--- config.mk ---
export PLATFORM = sky130hd
export DESIGN_NAME = uart_host_scheduler
export DESIGN_NICKNAME = d
export VERILOG_FILES = /design/src/rtl/uart_host_scheduler.sv
export SDC_FILE = /design/constraint.sdc
export NUM_CORES = 1
export LEC_CHECK = 0
export ABC_CLOCK_PERIOD_IN_PS = 1500
export CAP_MARGIN = 15
export CORE_AREA = 5 5 83 85
export CTS_CLUSTER_SIZE = 40
export DETAILED_ROUTE_END_ITERATION = 12
export DIE_AREA = 0 0 88 90
export PLACE_DENSITY = 0.77
export RECOVER_POWER = 25
export SLEW_MARGIN = 20
export SYNTH_ARGS = -nofsm -noshare
export SYNTH_HDL_FRONTEND = slang
export SYNTH_SLANG_ARGS = --single-unit
--- constraint.sdc ---
create_clock -name clk -period 1.5 [get_ports clk]
set_clock_uncertainty 0.05 [all_clocks]
set_input_delay 0.225 -clock clk [delete_from_list [all_inputs] [get_ports clk]]
set_output_delay 0.225 -clock clk [all_outputs]
set_load 0.01 [all_outputs]
--- src/rtl/uart_host_scheduler.sv ---
// uart_host_scheduler
//
// Purpose: sits between NUM_REQ on-chip byte producers, one byte consumer and
// a FIFO-backed UART. It round-robin arbitrates whole TX bursts onto the UART
// write port, drains the UART RX FIFO into a one-entry output register and
// owns the baud divisor. Divisor changes are applied only between bursts.
//
// Optional build macro: UART_SCHED_TIMEOUT_EN
//   When defined, a burst whose owner stalls (no transfer, TX FIFO not full)
//   for TIMEOUT_CYCLES cycles is force-terminated. A one-cycle burst_timeout
//   pulse is added to the ports.
//
// Handshakes (valid/ready): a byte moves on a cycle where valid and ready are
// both high at the rising clock edge. req_ready and read_uart are
// combinational. rx_valid/rx_byte are registered and hold steady while
// rx_valid is high and rx_ready is low.
//
// Ports:
//   clk, reset          clock, asynchronous active-high reset
//   req_valid/req_data/req_last/req_ready   per-requester TX byte interface
//   grant, busy         one-hot burst owner (0 when idle), burst active flag
//   cfg_wr, cfg_divisor divisor write strobe and value
//   final_value         divisor driven to the UART
//   cfg_pending         divisor write waiting for an idle cycle
//   write_uart, w_data, tx_full      UART TX FIFO push side
//   read_uart, r_data, rx_empty      UART RX FIFO pop side (fall-through head)
//   rx_valid, rx_byte, rx_ready      received-byte output stage
//   burst_timeout       (macro only) one-cycle forced-termination pulse
//   o_dbg_state         TX FSM state, 0 = IDLE, 1 = BURST
module uart_host_scheduler #(
  parameter int NUM_REQ         = 4,
  parameter int DataBits        = 8,
  parameter int DivWidth        = 11,
  parameter int DEFAULT_DIVISOR = 650,
  parameter int TIMEOUT_CYCLES  = 1024
) (
  input  logic                         clk,
  input  logic                         reset,
  input  logic [NUM_REQ-1:0]           req_valid,
  input  logic [NUM_REQ*DataBits-1:0]  req_data,
  input  logic [NUM_REQ-1:0]           req_last,
  output logic [NUM_REQ-1:0]           req_ready,
  output logic [NUM_REQ-1:0]           grant,
  output logic                         busy,
  input  logic                         cfg_wr,
  input  logic [DivWidth-1:0]          cfg_divisor,
  output logic [DivWidth-1:0]          final_value,
  output logic                         cfg_pending,
  output logic                         write_uart,
  output logic [DataBits-1:0]          w_data,
  input  logic                         tx_full,
  output logic                         read_uart,
  input  logic [DataBits-1:0]          r_data,
  input  logic                         rx_empty,
  output logic                         rx_valid,
  output logic [DataBits-1:0]          rx_byte,
  input  logic                         rx_ready,
`ifdef UART_SCHED_TIMEOUT_EN
  output logic                         burst_timeout,
`endif
  output logic                         o_dbg_state
);

  localparam int PtrW = (NUM_REQ > 1) ? $clog2(NUM_REQ) : 1;
  localparam logic [PtrW-1:0]     LastPtr = PtrW'(NUM_REQ - 1);
  localparam logic [DivWidth-1:0] DefDiv  = DivWidth'(DEFAULT_DIVISOR);

  typedef enum logic {
    S_IDLE  = 1'b0,
    S_BURST = 1'b1
  } state_t;

  state_t                r_state;
  logic [NUM_REQ-1:0]    r_grant;
  logic                  r_busy;
  logic [PtrW-1:0]       r_owner;
  logic [PtrW-1:0]       r_rr_ptr;
  logic [DivWidth-1:0]   r_final_value;
  logic [DivWidth-1:0]   r_pending_val;
  logic                  r_cfg_pending;
  logic                  r_rx_valid;
  logic [DataBits-1:0]   r_rx_byte;

  logic                  w_owner_valid;
  logic                  w_owner_last;
  logic                  w_xfer;
  logic                  w_found;
  logic [PtrW-1:0]       w_sel;
  logic                  w_cfg_direct;
  logic                  w_pop;

`ifdef UART_SCHED_TIMEOUT_EN
  localparam int CntW = (TIMEOUT_CYCLES > 2) ? $clog2(TIMEOUT_CYCLES) : 1;
  localparam logic [CntW-1:0] CntLast = CntW'(TIMEOUT_CYCLES - 1);
  logic [CntW-1:0]       r_stall_cnt;
  logic                  r_burst_timeout;
`endif

  // Current owner's request lines and data.
  always_comb begin
    w_owner_valid = 1'b0;
    w_owner_last  = 1'b0;
    w_data        = '0;
    for (int i = 0; i < NUM_REQ; i++) begin
      if (r_owner == PtrW'(i)) begin
        w_owner_valid = req_valid[i];
        w_owner_last  = req_last[i];
        w_data        = req_data[i*DataBits +: DataBits];
      end
    end
  end

  // Round-robin search: first valid requester strictly above rr_ptr, then
  // wrap around and take the first valid one from index 0.
  always_comb begin
    w_found = 1'b0;
    w_sel   = '0;
    for (int i = 0; i < NUM_REQ; i++) begin
      if (!w_found && req_valid[i] && (i > int'(r_rr_ptr))) begin
        w_found = 1'b1;
        w_sel   = PtrW'(i);
      end
    end
    for (int i = 0; i < NUM_REQ; i++) begin
      if (!w_found && req_valid[i]) begin
        w_found = 1'b1;
        w_sel   = PtrW'(i);
      end
    end
  end

  assign w_xfer       = (r_state == S_BURST) && w_owner_valid && !tx_full && !reset;
  // A divisor write takes effect directly only when no burst can start now.
  assign w_cfg_direct = (r_state == S_IDLE) && !r_cfg_pending && !(|req_valid);
  assign w_pop        = !reset && !rx_empty && (!r_rx_valid || rx_ready);

  assign req_ready   = ((r_state == S_BURST) && !tx_full && !reset) ? r_grant : '0;
  assign write_uart  = w_xfer;
  assign grant       = r_grant;
  assign busy        = r_busy;
  assign final_value = r_final_value;
  assign cfg_pending = r_cfg_pending;
  assign read_uart   = w_pop;
  assign rx_valid    = r_rx_valid;
  assign rx_byte     = r_rx_byte;
  assign o_dbg_state = r_state;
`ifdef UART_SCHED_TIMEOUT_EN
  assign burst_timeout = r_burst_timeout;
`endif

  // TX arbitration FSM and divisor ownership.
  always_ff @(posedge clk or posedge reset) begin
    if (reset) begin
      r_state       <= S_IDLE;
      r_grant       <= '0;
      r_busy        <= 1'b0;
      r_owner       <= '0;
      r_rr_ptr      <= LastPtr;
      r_final_value <= DefDiv;
      r_pending_val <= '0;
      r_cfg_pending <= 1'b0;
`ifdef UART_SCHED_TIMEOUT_EN
      r_stall_cnt     <= '0;
      r_burst_timeout <= 1'b0;
`endif
    end else begin
`ifdef UART_SCHED_TIMEOUT_EN
      r_burst_timeout <= 1'b0;
`endif
      case (r_state)
        S_IDLE: begin
`ifdef UART_SCHED_TIMEOUT_EN
          r_stall_cnt <= '0;
`endif
          // Pending divisor lands before the next burst is granted.
          if (r_cfg_pending) begin
            r_final_value <= r_pending_val;
            r_cfg_pending <= 1'b0;
          end
          if (w_found) begin
            r_owner <= w_sel;
            r_grant <= NUM_REQ'(1) << w_sel;
            r_busy  <= 1'b1;
            r_state <= S_BURST;
          end
        end
        S_BURST: begin
          if (w_xfer && w_owner_last) begin
            r_state  <= S_IDLE;
            r_grant  <= '0;
            r_busy   <= 1'b0;
            r_rr_ptr <= r_owner;
          end
`ifdef UART_SCHED_TIMEOUT_EN
          // Only owner-side stalls count; a full TX FIFO holds the count.
          if (w_xfer) begin
            r_stall_cnt <= '0;
          end else if (!tx_full) begin
            if (r_stall_cnt == CntLast) begin
              r_state         <= S_IDLE;
              r_grant         <= '0;
              r_busy          <= 1'b0;
              r_rr_ptr        <= r_owner;
              r_stall_cnt     <= '0;
              r_burst_timeout <= 1'b1;
            end else begin
              r_stall_cnt <= r_stall_cnt + 1'b1;
            end
          end
`endif
        end
        default: r_state <= S_IDLE;
      endcase

      // Later write wins over a pending value applied in this same cycle.
      if (cfg_wr) begin
        if (w_cfg_direct) begin
          r_final_value <= cfg_divisor;
        end else begin
          r_pending_val <= cfg_divisor;
          r_cfg_pending <= 1'b1;
        end
      end
    end
  end

  // RX drain into a one-entry output register.
  always_ff @(posedge clk or posedge reset) begin
    if (reset) begin
      r_rx_valid <= 1'b0;
      r_rx_byte  <= '0;
    end else if (w_pop) begin
      r_rx_valid <= 1'b1;
      r_rx_byte  <= r_data;
    end else if (rx_ready) begin
      r_rx_valid <= 1'b0;
    end
  end

endmodule

==> flow_summary.yaml <==
drt:
  drc_errors: 0
  drt_first_pass_iters: 4
  antenna_violating_nets_post_route: 0
  post_drt_wl_per_cell_um: 17.2
  number_of_vias_per_cell_after_detailed_routing: 4.94
  routed_wl_mm: 6.53
  total_via_count_after_detailed_routing: 1876
  drt-initial-drc-count: 33
global_routing:
  grt_max_degree: 32
  first_global_vias: 2152
  overflow: 0
  global_route.usage.total_pct: 16.5
  grt_antenna_before_repair: 0
  grt_pass1_wl_mm: 10.4
finish:
  mostFrequentLayoutCell: "sky130_fd_sc_hd__clkdlybuf4s50_1"
  finalNetCount: 367
  layout.cells.most_common_list: "63 x sky130_fd_sc_hd__clkdlybuf4s50_1, 34 x sky130_fd_sc_hd__dfrtp_1, 22 x sky130_fd_sc_hd__buf_4"
  layout.core_utilization_pct: 64.1
  post_route_cells_drive_above_1_share_pct: 44.9
  antenna-diode-count: 0
  area_growth_pct: 86.1
synth:
  synth-warning-count: 0
  share_of_the_synthesized_area_in_compound_gates_ao_oa_aoi_oai_pct: 9.54
  synth_simple_gate_area_share_pct: 9.60
  synth.avg_cell_area_um2: 13.4
  register_area_share_after_synthesis_pct: 50.1
  synth_fa_ha_area_share_pct: 0
  netlist_area_mm2: 0.00211
  synth.lib_cells_used.distinct: 32
  synth.mux.area_fraction_pct: 27.7
  synth_top_family_by_area: "multiplexers"
  mapped_nets: 223
  ff_latch_count_synth: 42
  post_synth_xor_area_fraction_pct: 0
  synth_cells: 158
floorplanning:
  placementRows: 29
  die_height_um: 90
  floorplan.die_area_mm2: 0.00792
  core_region_area_mm2: 0.00613
  num_io_pins: 106
  initial_standard_cell_utilization_of_the_core_pct: 34.4
  die_x_um: 88
sta:
  final.period_utilization_pct: 122
  headroom_to_the_max_slew_limit_pct: 48.4
  slew_violations: 0
  rsz_0062_raised_after_global_routing: "yes"
  min_period_ns: 1.83
  max_slew.worst_pin.slew_ns: 0.774
  setup_viol: 42
  final-hold-violation-count: 0
  finalWorstSetupSlack_ns: -0.327
  maxClockFrequency_ghz: 0.547
placement:
  buffer_ports.inserted: 105
  finalWeightedCongestion: 0.776
  hpwl_mm: 4.40
clocking:
  cts.sinks: 42
  clk_slew_on_worst_s_h_paths_ns: 0.08
  clock_tree_from_tritoncts: "built"
  clock_tree_buffer_depth: 2
  cts_htree_levels: 2
  cts_inserted_buffers: 5
  insertion_delay_ns: 0.29
  ctsRootBufferMaster: "sky130_fd_sc_hd__clkbuf_8"
worst_setup_path:
  crit_path_end_kind: "output pin"
  start_kind: "register"
  critical_path_class: "reg2out"
  critPathRequiredTime_ns: 1.22
  worst_ep_arrival_time_ns: 1.55
  worstPathMaxFanout: 2
min_path:
  min_path_type: "in2reg"
outcome:
  violations: "negative setup slack"
  run_status: "complete, but fails checks"
power_and_ir_drop:
  power.density_mw_per_mm2: 1330
  ir_drop_mv: 0.683
  totalPowerFinal_mw: 5.23
  leakage_nw: 1.80
run:
  drv.max_cap_violation_count: 0
==> sequential cells by signal, summed over array words and instances (netlist names) <==
name / count
r_owner: 2
rx_byte: 8
o_dbg_state: 1
r_rr_ptr: 2
final_value: 11
cfg_pending: 1
busy: 1
grant: 4
rx_valid: 1
r_pending_val: 11
==> cell usage after synthesis <==
master                     number  area [um^2]
sky130_fd_sc_hd__o31ai_4        1         21.3
sky130_fd_sc_hd__clkbuf_1       2         7.51
sky130_fd_sc_hd__or4_4          1         11.3
sky130_fd_sc_hd__nor2_1         4         15.0
sky130_fd_sc_hd__o21ai_2        3         26.3
sky130_fd_sc_hd__buf_2          3         15.0
sky130_fd_sc_hd__a21o_2         1         8.76
sky130_fd_sc_hd__inv_1          2         7.51
sky130_fd_sc_hd__nand2_1       15         56.3
sky130_fd_sc_hd__nor2b_1        2         12.5
sky130_fd_sc_hd__o22a_1         1         8.76
sky130_fd_sc_hd__mux2i_1       12          120
sky130_fd_sc_hd__nand3b_1       1         7.51
sky130_fd_sc_hd__dfstp_2        6          158
sky130_fd_sc_hd__o21a_1         2         15.0
sky130_fd_sc_hd__mux4_2         9          203
sky130_fd_sc_hd__dfrtp_1       36          901
sky130_fd_sc_hd__o21ai_1        3         15.0
sky130_fd_sc_hd__or2b_1         1         7.51
sky130_fd_sc_hd__nand2b_1       4         25.0
sky130_fd_sc_hd__nand4_1        1         6.26
sky130_fd_sc_hd__and3_1         5         31.3
sky130_fd_sc_hd__a21o_1         1         7.51
sky130_fd_sc_hd__mux4_1         1         26.3
sky130_fd_sc_hd__nand2_2        1         6.26
sky130_fd_sc_hd__o21ai_0        9         45.0
sky130_fd_sc_hd__buf_6          3         33.8
sky130_fd_sc_hd__a32o_1         4         40.0
sky130_fd_sc_hd__a31oi_1        1         6.26
sky130_fd_sc_hd__mux2_2        21          236
sky130_fd_sc_hd__nor4b_4        1         23.8
sky130_fd_sc_hd__a21boi_0       1         7.51
==> metrics by stage <==
step           setup slack, ns  setup TNS (ns)  instances  hold slack (ns)  instance area [um^2]
2_1_floorplan           -0.193           -2.58        158            0.271                  2140
3_3_place_gp            -0.649          -24.20        356            0.410                  3450
3_5_place_dp            -0.695          -25.89        356            0.421                  3450
4_1_cts                 -0.314           -4.77        379            0.222                  3820
5_1_grt                 -0.401           -6.96        380            0.349                  3930
6_report                -0.327           -5.06        380            0.341                  3930
==> report_power, final <==
part	leakage (nW)	switching, mW	internal (mW)
logic	1.26	0.969	1.57
registers	0.482	0.253	1.52
clock network	0.0585	0.377	0.543
==> metal layers <==
metal	global-route usage (%)	wire length [um]	vias up
met5	0	0	-
met4	2.56	35	0
met3	4.20	428	4
met2	30.0	3650	63
met1	19.6	2420	928
li1	-	-	881
==> area by class of cell <==
class	instances	area, um^2
well taps	77	96.3
inverters	2	7.51
flip-flops and latches	42	1060
fillers	483	2200
multi-input cells	106	1170
clock buffers	7	86.3
repair buffers	145	1480
clock inverters	1	30.0
==> what timing repair did <==
action | in CTS | in global routing
cloned | 4 | 0
pin swaps | 11 | 7
setup buffers | 12 | 4
resized for setup | 122 | 46
hold buffers | 0 | 0
setup endpoints to repair | 56 | 59
==> critical path: stages (launching register included) <==
cell and delay, ns:
sky130_fd_sc_hd__dfrtp_1 0.40, sky130_fd_sc_hd__mux4_2 0.56, sky130_fd_sc_hd__and3_4 0.18, sky130_fd_sc_hd__buf_6 0.11
==> cell families after synthesis <==
logic type,Yosys count
muxes,43
DFF,42
and+or+nand+nor,36
AOI/OAI and AO/OA,27
buffers and inverters,10
==> worst paths after layout <==
| path | start | end | slack, ns | cells past startpoint |
|---|---|---|---|---|
| max | r_owner[1] | write_uart | -0.33 | 3 |
| min in group asynchronous | reset | rx_valid | 0.35 | 4 |
| max reg2reg | r_owner[0] | r_rr_ptr[1] | -0.25 | 5 |
| max in group asynchronous | reset | r_owner[0] | 0.42 | 4 |
| min | req_valid[3] | o_dbg_state | 0.34 | 4 |
| min reg2reg | busy | busy | 0.43 | 2 |
(Power assumes the default switching activity.)
